$ cat src/rtl/touch_pkg.sv
// Shared types and constants for the touch coordinate latch:
// debounce state encoding and the "no touch" coordinate reported while released.
package touch_pkg;

    typedef enum logic [1:0] {
        RELEASED   = 2'd0,
        PRESS_PEND = 2'd1,
        PRESSED    = 2'd2,
        REL_PEND   = 2'd3
    } touch_state_e;

    // Reported coordinate while released, before truncation to the output widths
    localparam int NOTOUCH_X_RAW = 1000;
    localparam int NOTOUCH_Y_RAW = 1000;

endpackage

$ cat src/rtl/touch_avg.sv
// Block averager for adjusted touch coordinates: emits sum >> AVG_LOG2 on the
// 2^AVG_LOG2-th accepted sample, then restarts. Used only with TOUCH_FILTER_EN.
module touch_avg
    import touch_pkg::*;
#(
    parameter int COORD_W  = 12,
    parameter int AVG_LOG2 = 2
) (
    input  logic               cclk,
    input  logic               rstb,
    input  logic               clr,
    input  logic               in_vld,
    input  logic [COORD_W-1:0] in_x,
    input  logic [COORD_W-1:0] in_y,
    output logic               out_vld,
    output logic [COORD_W-1:0] out_x,
    output logic [COORD_W-1:0] out_y
);
    localparam int ACC_W = COORD_W + AVG_LOG2;

    logic [ACC_W-1:0]    acc_x, acc_y;
    logic [ACC_W-1:0]    sum_x, sum_y;
    logic [AVG_LOG2-1:0] cnt;

    // The block result includes the sample arriving this cycle, so it is ready combinationally
    assign sum_x   = acc_x + ACC_W'(in_x);
    assign sum_y   = acc_y + ACC_W'(in_y);
    assign out_vld = in_vld && (&cnt);
    assign out_x   = COORD_W'(sum_x >> AVG_LOG2);
    assign out_y   = COORD_W'(sum_y >> AVG_LOG2);

    always_ff @(posedge cclk or negedge rstb) begin
        if (!rstb) begin
            acc_x <= '0;
            acc_y <= '0;
            cnt   <= '0;
        end else if (clr) begin
            acc_x <= '0;
            acc_y <= '0;
            cnt   <= '0;
        end else if (in_vld) begin
            cnt <= cnt + 1'b1;
            if (&cnt) begin
                acc_x <= '0;
                acc_y <= '0;
            end else begin
                acc_x <= sum_x;
                acc_y <= sum_y;
            end
        end
    end

endmodule

$ cat src/rtl/touch_coord_latch.sv
// Debounced touch-panel coordinate latch, frozen once per TFT frame.
// Optional block averaging of coordinates is enabled by defining TOUCH_FILTER_EN.
module touch_coord_latch
    import touch_pkg::*;
#(
    parameter int COORD_W     = 12,
    parameter int X_W         = 10,
    parameter int Y_W         = 9,
    parameter int X_OFFSET    = 150,
    parameter int Y_OFFSET    = 300,
    parameter int X_SHIFT     = 3,
    parameter int Y_SHIFT     = 4,
    parameter int X_MAX       = 479,
    parameter int Y_MAX       = 271,
    parameter int Z_THRESH    = 256,
    parameter int DEB_SAMPLES = 3,
    parameter int AVG_LOG2    = 2,
    parameter logic [X_W-1:0] NOTOUCH_X = X_W'(NOTOUCH_X_RAW),
    parameter logic [Y_W-1:0] NOTOUCH_Y = Y_W'(NOTOUCH_Y_RAW)
) (
    input  logic               cclk,
    input  logic               rstb,
    input  logic               touch_valid,
    input  logic [COORD_W-1:0] touch_x,
    input  logic [COORD_W-1:0] touch_y,
    input  logic [COORD_W-1:0] touch_z,
    input  logic               new_frame,
    output logic [X_W-1:0]     locked_x,
    output logic [Y_W-1:0]     locked_y,
    output logic               locked_pressed,
    output logic               press_evt,
    output logic               release_evt
);
    // The sample entering a pending state counts as the first of the run
    localparam int DEB_LAST = DEB_SAMPLES - 2;
    localparam int CNT_W    = (DEB_SAMPLES > 2) ? $clog2(DEB_SAMPLES) : 1;

    function automatic logic [COORD_W-1:0] sat_adj(input logic [COORD_W-1:0] raw,
                                                   input logic [COORD_W-1:0] off);
        return (raw >= off) ? raw - off : '0;
    endfunction

    function automatic logic [X_W-1:0] scale_x(input logic [COORD_W-1:0] a);
        logic [COORD_W-1:0] s;
        s = a >> X_SHIFT;
        if (s > COORD_W'(X_MAX)) s = COORD_W'(X_MAX);
        return X_W'(s);
    endfunction

    function automatic logic [Y_W-1:0] scale_y(input logic [COORD_W-1:0] a);
        logic [COORD_W-1:0] s;
        s = a >> Y_SHIFT;
        if (s > COORD_W'(Y_MAX)) s = COORD_W'(Y_MAX);
        return Y_W'(s);
    endfunction

    touch_state_e     state_q, state_d;
    logic [CNT_W-1:0] cnt_q, cnt_d;
    logic             sample_pressed, press_d, release_d, qualify, is_pressed;

    assign sample_pressed = (touch_z >= COORD_W'(Z_THRESH));
    assign is_pressed     = (state_q == PRESSED) || (state_q == REL_PEND);
    // A coordinate is trusted only from a pressed sample that leaves the FSM in PRESSED
    assign qualify        = touch_valid && sample_pressed && (state_d == PRESSED);

    always_comb begin
        state_d   = state_q;
        cnt_d     = cnt_q;
        press_d   = 1'b0;
        release_d = 1'b0;
        if (touch_valid) begin
            unique case (state_q)
                RELEASED: begin
                    if (sample_pressed) begin
                        state_d = PRESS_PEND;
                        cnt_d   = '0;
                    end
                end
                PRESS_PEND: begin
                    if (!sample_pressed) begin
                        state_d = RELEASED;
                        cnt_d   = '0;
                    end else if (cnt_q >= CNT_W'(DEB_LAST)) begin
                        state_d = PRESSED;
                        cnt_d   = '0;
                        press_d = 1'b1;
                    end else begin
                        cnt_d = cnt_q + 1'b1;
                    end
                end
                PRESSED: begin
                    if (!sample_pressed) begin
                        state_d = REL_PEND;
                        cnt_d   = '0;
                    end
                end
                REL_PEND: begin
                    if (sample_pressed) begin
                        state_d = PRESSED;
                        cnt_d   = '0;
                    end else if (cnt_q >= CNT_W'(DEB_LAST)) begin
                        state_d   = RELEASED;
                        cnt_d     = '0;
                        release_d = 1'b1;
                    end else begin
                        cnt_d = cnt_q + 1'b1;
                    end
                end
                default: begin
                    state_d = RELEASED;
                    cnt_d   = '0;
                end
            endcase
        end
    end

    always_ff @(posedge cclk or negedge rstb) begin
        if (!rstb) begin
            state_q     <= RELEASED;
            cnt_q       <= '0;
            press_evt   <= 1'b0;
            release_evt <= 1'b0;
        end else begin
            state_q     <= state_d;
            cnt_q       <= cnt_d;
            press_evt   <= press_d;
            release_evt <= release_d;
        end
    end

    // ---- stage p0: offset-adjusted coordinates of a qualifying sample
    logic               vld_p0;
    logic [COORD_W-1:0] adj_x_p0, adj_y_p0;

    always_ff @(posedge cclk or negedge rstb) begin
        if (!rstb) vld_p0 <= 1'b0;
        else       vld_p0 <= qualify;
    end

    always_ff @(posedge cclk) begin
        if (qualify) begin
            adj_x_p0 <= sat_adj(touch_x, COORD_W'(X_OFFSET));
            adj_y_p0 <= sat_adj(touch_y, COORD_W'(Y_OFFSET));
        end
    end

    logic               upd_vld;
    logic [COORD_W-1:0] upd_x, upd_y;

`ifdef TOUCH_FILTER_EN
    logic avg_clr;
    assign avg_clr = (state_q == RELEASED) || (state_q == PRESS_PEND);

    touch_avg #(
        .COORD_W (COORD_W),
        .AVG_LOG2(AVG_LOG2)
    ) u_avg (
        .cclk   (cclk),
        .rstb   (rstb),
        .clr    (avg_clr),
        .in_vld (vld_p0),
        .in_x   (adj_x_p0),
        .in_y   (adj_y_p0),
        .out_vld(upd_vld),
        .out_x  (upd_x),
        .out_y  (upd_y)
    );
`else
    assign upd_vld = vld_p0;
    assign upd_x   = adj_x_p0;
    assign upd_y   = adj_y_p0;
`endif

    // ---- stage p1: scaled, clamped current coordinate
    logic [X_W-1:0] cur_x_p1;
    logic [Y_W-1:0] cur_y_p1;

    always_ff @(posedge cclk or negedge rstb) begin
        if (!rstb) begin
            cur_x_p1 <= '0;
            cur_y_p1 <= '0;
        end else if (upd_vld) begin
            cur_x_p1 <= scale_x(upd_x);
            cur_y_p1 <= scale_y(upd_y);
        end
    end

    // Frame latch samples cur_*_p1 before any same-cycle update; nf_q resets high
    logic nf_q, frame_rise;
    assign frame_rise = new_frame && !nf_q;

    always_ff @(posedge cclk or negedge rstb) begin
        if (!rstb) begin
            nf_q           <= 1'b1;
            locked_x       <= NOTOUCH_X;
            locked_y       <= NOTOUCH_Y;
            locked_pressed <= 1'b0;
        end else begin
            nf_q <= new_frame;
            if (frame_rise) begin
                locked_pressed <= is_pressed;
                locked_x       <= is_pressed ? cur_x_p1 : NOTOUCH_X;
                locked_y       <= is_pressed ? cur_y_p1 : NOTOUCH_Y;
            end
        end
    end

endmodule

$ cat config.mk
export PLATFORM = sky130hd
export DESIGN_NAME = touch_coord_latch
export DESIGN_NICKNAME = d
export VERILOG_FILES = /design/src/rtl/touch_pkg.sv /design/src/rtl/touch_avg.sv /design/src/rtl/touch_coord_latch.sv
export SDC_FILE = /design/constraint.sdc
export NUM_CORES = 1
export LEC_CHECK = 0
export BUFFER_PORTS_ARGS = -buffer_cell sky130_fd_sc_hd__clkbuf_2
export CORE_MARGIN = 3
export CORE_UTILIZATION = 57
export DETAILED_ROUTE_END_ITERATION = 8
export PLACE_DENSITY = 0.88
export SYNTH_ARGS = -nofsm -noshare
export SYNTH_HDL_FRONTEND = slang
export SYNTH_SLANG_ARGS = --single-unit
$ cat constraint.sdc
create_clock -name cclk -period 8.3 [get_ports cclk]
set_clock_uncertainty 0.1 [all_clocks]
set_input_delay 2.49 -clock cclk [delete_from_list [all_inputs] [get_ports cclk]]
set_output_delay 2.49 -clock cclk [all_outputs]
set_load 0.01 [all_outputs]
==> flow_summary_export.csv <==
group,metric,value,unit
outcome,run_status,"finished, final reports clean",
synth,post_synth_main_area_contributors,"sky130_fd_sc_hd__dfrtp_1 (31%), sky130_fd_sc_hd__edfxtp_1 (19%), sky130_fd_sc_hd__dfstp_2 (11%)",
global_route,met2_usage,30.2,%
clocking,cts.sinks,61,
global_route,maximum_number_of_pins_on_one_net_before_global_route_repair,45,
critical_path,crit_family,"simple AND/OR/NAND/NOR gates",
clocking,cts_htree_levels,3,
clocking,tritoncts,"done",
route,wl_per_cell,13.4,microns
synth,synth.avg_cell_area,11.5,sq um
critical_path,worst_r2r_path_depth,3,
synth,synth-edff-count,17,
critical_path,cp_num_cells,5,
route,drc_errors,0,
route,vias,1827,
sta,maxSlewHeadroom,24.4,%
critical_path,worstSetupStartpointType,"input pin",
placement,placed_cells_incl_taps,325,
critical_path,crit_path_end,"adj_x_p0[5]$_SDFFCE_PN0P_",
critical_path,arrival,3.70,ns
clocking,cts.root.buffer_cell,"sky130_fd_sc_hd__clkbuf_8",
global_route,antenna_found_initial,0,
final_layout,finish.cell_count_without_fillers,341,
synth,synth.ff_latch_count,61,
sta,setup_viol,0,
route,route.antenna.remaining_nets,0,
synth,synthDistinctLibCells,42,
global_route,global_route_wire_length_before_repair,7.75,mm
critical_path,slowest_stage,"sky130_fd_sc_hd__or4_1",
die,die_extent_in_y,73.9,microns
critical_path,path_max_fanout,6,
power,pwr_density_cell,320,mW/mm^2
global_route,overflow,0,
worst_hold_path,min_delay_path_class,"flop to flop",
sta,timing_max_transition_violations_final,0,
synth,synth.cell_area,0.00263,sq mm
critical_path,worstSetupStartpoint,"touch_x[11]",
final_layout,drive_gt1_share,34.3,%
clocking,cts_setup_buffers,0,
critical_path,timing.rr.start,"state_q[1]$_DFF_PN0_",
clocking,insertion_delay,0.33,ns
die,core_area,0.00441,sq mm
worst_hold_path,worst_hold_startpoint,"adj_x_p0[5]$_SDFFCE_PN0P_",
critical_path,crit_path_end_kind,"flop",
route,wl,4.57,mm
final_layout,num_antenna_cells,0,
synth,yosys_warnings,0,
die,initial_utilization,59.5,%
sta,maximum_clock_rate,0.268,GHz
placement,place.gp.congestion,0.739,
critical_path,critical_path.max_stage_delay,0.54,ns
sta,final.period_utilization,44.9,%
critical_path,rr_endpoint,"adj_y_p0[7]$_SDFFCE_PN0P_",
sta,tightest_slew,1.13,ns
synth,synthArstFlopShare,72.1,%
critical_path,path_cells,"clkbuf_2 -> or4_1 -> a41oi_2 -> a21boi_4 -> nor2_1",
sta,unrepaired_setup_endpoints_after_global_routing,"no",
global_route,number_of_global_route_vias_before_repair,1741,
die,ioPinCount,62,
synth,synth_ff_type,"sky130_fd_sc_hd__dfrtp_1",
synth,synthesis.instances,228,
sta,setup_tns,0,ns
route,post_drt_via_cell_ratio,5.36,
global_route,met1_usage,24.2,%
global_route,track_usage,19.1,%
synth,synthDominantCellAreaShare,31.4,%
power,leakage,1.40,nW
power,power.ir.vdd_worst,0.106,mV
clocking,clock_tree.buffer_depth,2,
final_layout,design.final.nets,325,
critical_path,crit_required,8.28,ns
critical_path,rrSetupSlack,6.28,ns
clocking,worst_setup_hold_path_clk_slew,0.06,ns
route,dr.first_iter.drc_count,134,
die,fp.dieW,73.9,microns
final_layout,flow.area_growth_from_synthesis,19.4,%
worst_hold_path,hold_critical_path_depth,1,
route,drt_first_pass_iters,4,
clocking,cts-buffers-inserted,9,
synth,yosysTopAreaCell,"sky130_fd_sc_hd__dfrtp_1",
die,dieArea,0.00546,sq mm
placement,buffer_ports.inserted,53,
job,maxCapViolations,0,
clocking,post_cts_hold_buffer_count,0,
global_route,use_met3,6.16,%
sta,fin_crit,3.73,ns
sta,final_hold_viols,0,
synth,synth_seq_area_share,61.9,%
die,placement_rows,24,
placement,post_dp_hpwl,3.34,mm
clocking,post_cts_resize_count,0,
synth,synth.net_count,269,
global_route,busiest_layer,"met2",
critical_path,timing.critical_path.buf_inv,1,
critical_path,worstSetupPathType,"input pin to flop",
-- registers in the layout, summed over array words and instances, names as in the netlist, 2 cells and up --
signal / flops
adj_y_p0: 8
state_q: 2
cur_y_p1: 8
adj_x_p0: 9
cnt_q: 2
locked_y: 8
cur_x_p1: 9
locked_x: 10
-- synthesized netlist by cell type, drive strengths merged (5+ instances only) --
master,number
xnor2,6
dfstp,11
edfxtp,17
dfrtp,33
inv,7
o22a,5
nor2,22
a21oi,9
mux2,11
o21ai,25
nand2,31
clkbuf,7
-- kinds of logic (layout without fill, tap and decap cells) --
family / Yosys count / count (layout) / synth area share (%)
mux: 11 / 11 / 4.71
fa+ha+maj: 1 / 1 / 0.476
buf+inv: 17 / 78 / 2.62
xor+xnor: 7 / 7 / 2.33
compound gates: 55 / 55 / 13.9
simple gates: 76 / 76 / 14.1
flops: 61 / 61 / 61.9
-- through the flow --
step / instance area (sq um) / utilization (%) / total power, mW / worst slack, ns / hold WS (ns)
finish: 3140 / 71.1 / 1.01 / 4.57 / 0.364
global route: 3140 / 71.1 / 1.07 / 4.50 / 0.386
CTS: 3140 / 71.1 / 1.01 / 4.59 / 0.367
detailed placement: 2930 / 66.4 / 0.743 / 4.25 / 0.354
global placement: 2930 / 66.4 / 0.721 / 4.25 / 0.343
floorplan: 2630 / - / 0.644 / 3.84 / 0.336
-- area by class of cell --
type	count	area (sq um)
clock inverter	6	77.6
sequential	61	1630
tap	52	65.1
multi-input combinational	150	938
timing repair buffer	54	273
inverter	8	30.0
fill	337	1280
clock buffer	10	128
-- power by group --
part           leakage, nW  switching (mW)  internal (mW)
logic                0.610           0.124          0.109
registers            0.680          0.0712          0.431
clock network        0.105           0.104          0.166
total                 1.40           0.299          0.706
-- worst min-delay path by stage --
stage                                    to
floorplan           cur_x_p1[0]$_DFFE_PN0P_
global placement    cur_x_p1[0]$_DFFE_PN0P_
detailed placement  cur_x_p1[2]$_DFFE_PN0P_
CTS                 cur_x_p1[2]$_DFFE_PN0P_
global route        cur_x_p1[2]$_DFFE_PN0P_
finish              cur_x_p1[2]$_DFFE_PN0P_
-- layout by cell type (no fill, tap or decap), types with 3 or more instances in the layout --
master | netlist | final
sky130_fd_sc_hd__dfrtp_1 | 33 | 33
sky130_fd_sc_hd__clkinv_1 | 1 | 3
sky130_fd_sc_hd__o21a_1 | 3 | 3
sky130_fd_sc_hd__a21o_1 | 3 | 3
sky130_fd_sc_hd__dfstp_2 | 11 | 11
sky130_fd_sc_hd__xnor2_1 | 6 | 6
sky130_fd_sc_hd__inv_1 | 7 | 7
sky130_fd_sc_hd__nor2_1 | 22 | 22
sky130_fd_sc_hd__nand2_1 | 31 | 31
sky130_fd_sc_hd__mux2_2 | 11 | 11
sky130_fd_sc_hd__clkbuf_8 | 0 | 9
sky130_fd_sc_hd__nand2b_1 | 3 | 3
sky130_fd_sc_hd__o22a_1 | 5 | 5
sky130_fd_sc_hd__nand3_1 | 4 | 4
sky130_fd_sc_hd__o21ai_0 | 23 | 23
sky130_fd_sc_hd__and3_1 | 4 | 4
sky130_fd_sc_hd__edfxtp_1 | 17 | 17
sky130_fd_sc_hd__a21oi_1 | 9 | 9
sky130_fd_sc_hd__clkbuf_2 | 0 | 53
-- layer usage --
| layer | wire length [microns] | part of all wire, % | vias up |
|---|---|---|---|
| met5 | 0 | 0 | - |
| met4 | 76 | 1.7 | 0 |
| met3 | 254 | 5.6 | 6 |
| met2 | 2190 | 48 | 53 |
| met1 | 2050 | 45 | 846 |
| li1 | - | - | 922 |
-- worst reg2reg max path, stage by stage, from the launching register on --
cell and delay [ns]:
sky130_fd_sc_hd__dfrtp_1 0.64, sky130_fd_sc_hd__clkinv_1 0.42, sky130_fd_sc_hd__a211oi_2 0.28, sky130_fd_sc_hd__buf_4 0.27
No activity file was read; power rests on OpenSTA's default activity.
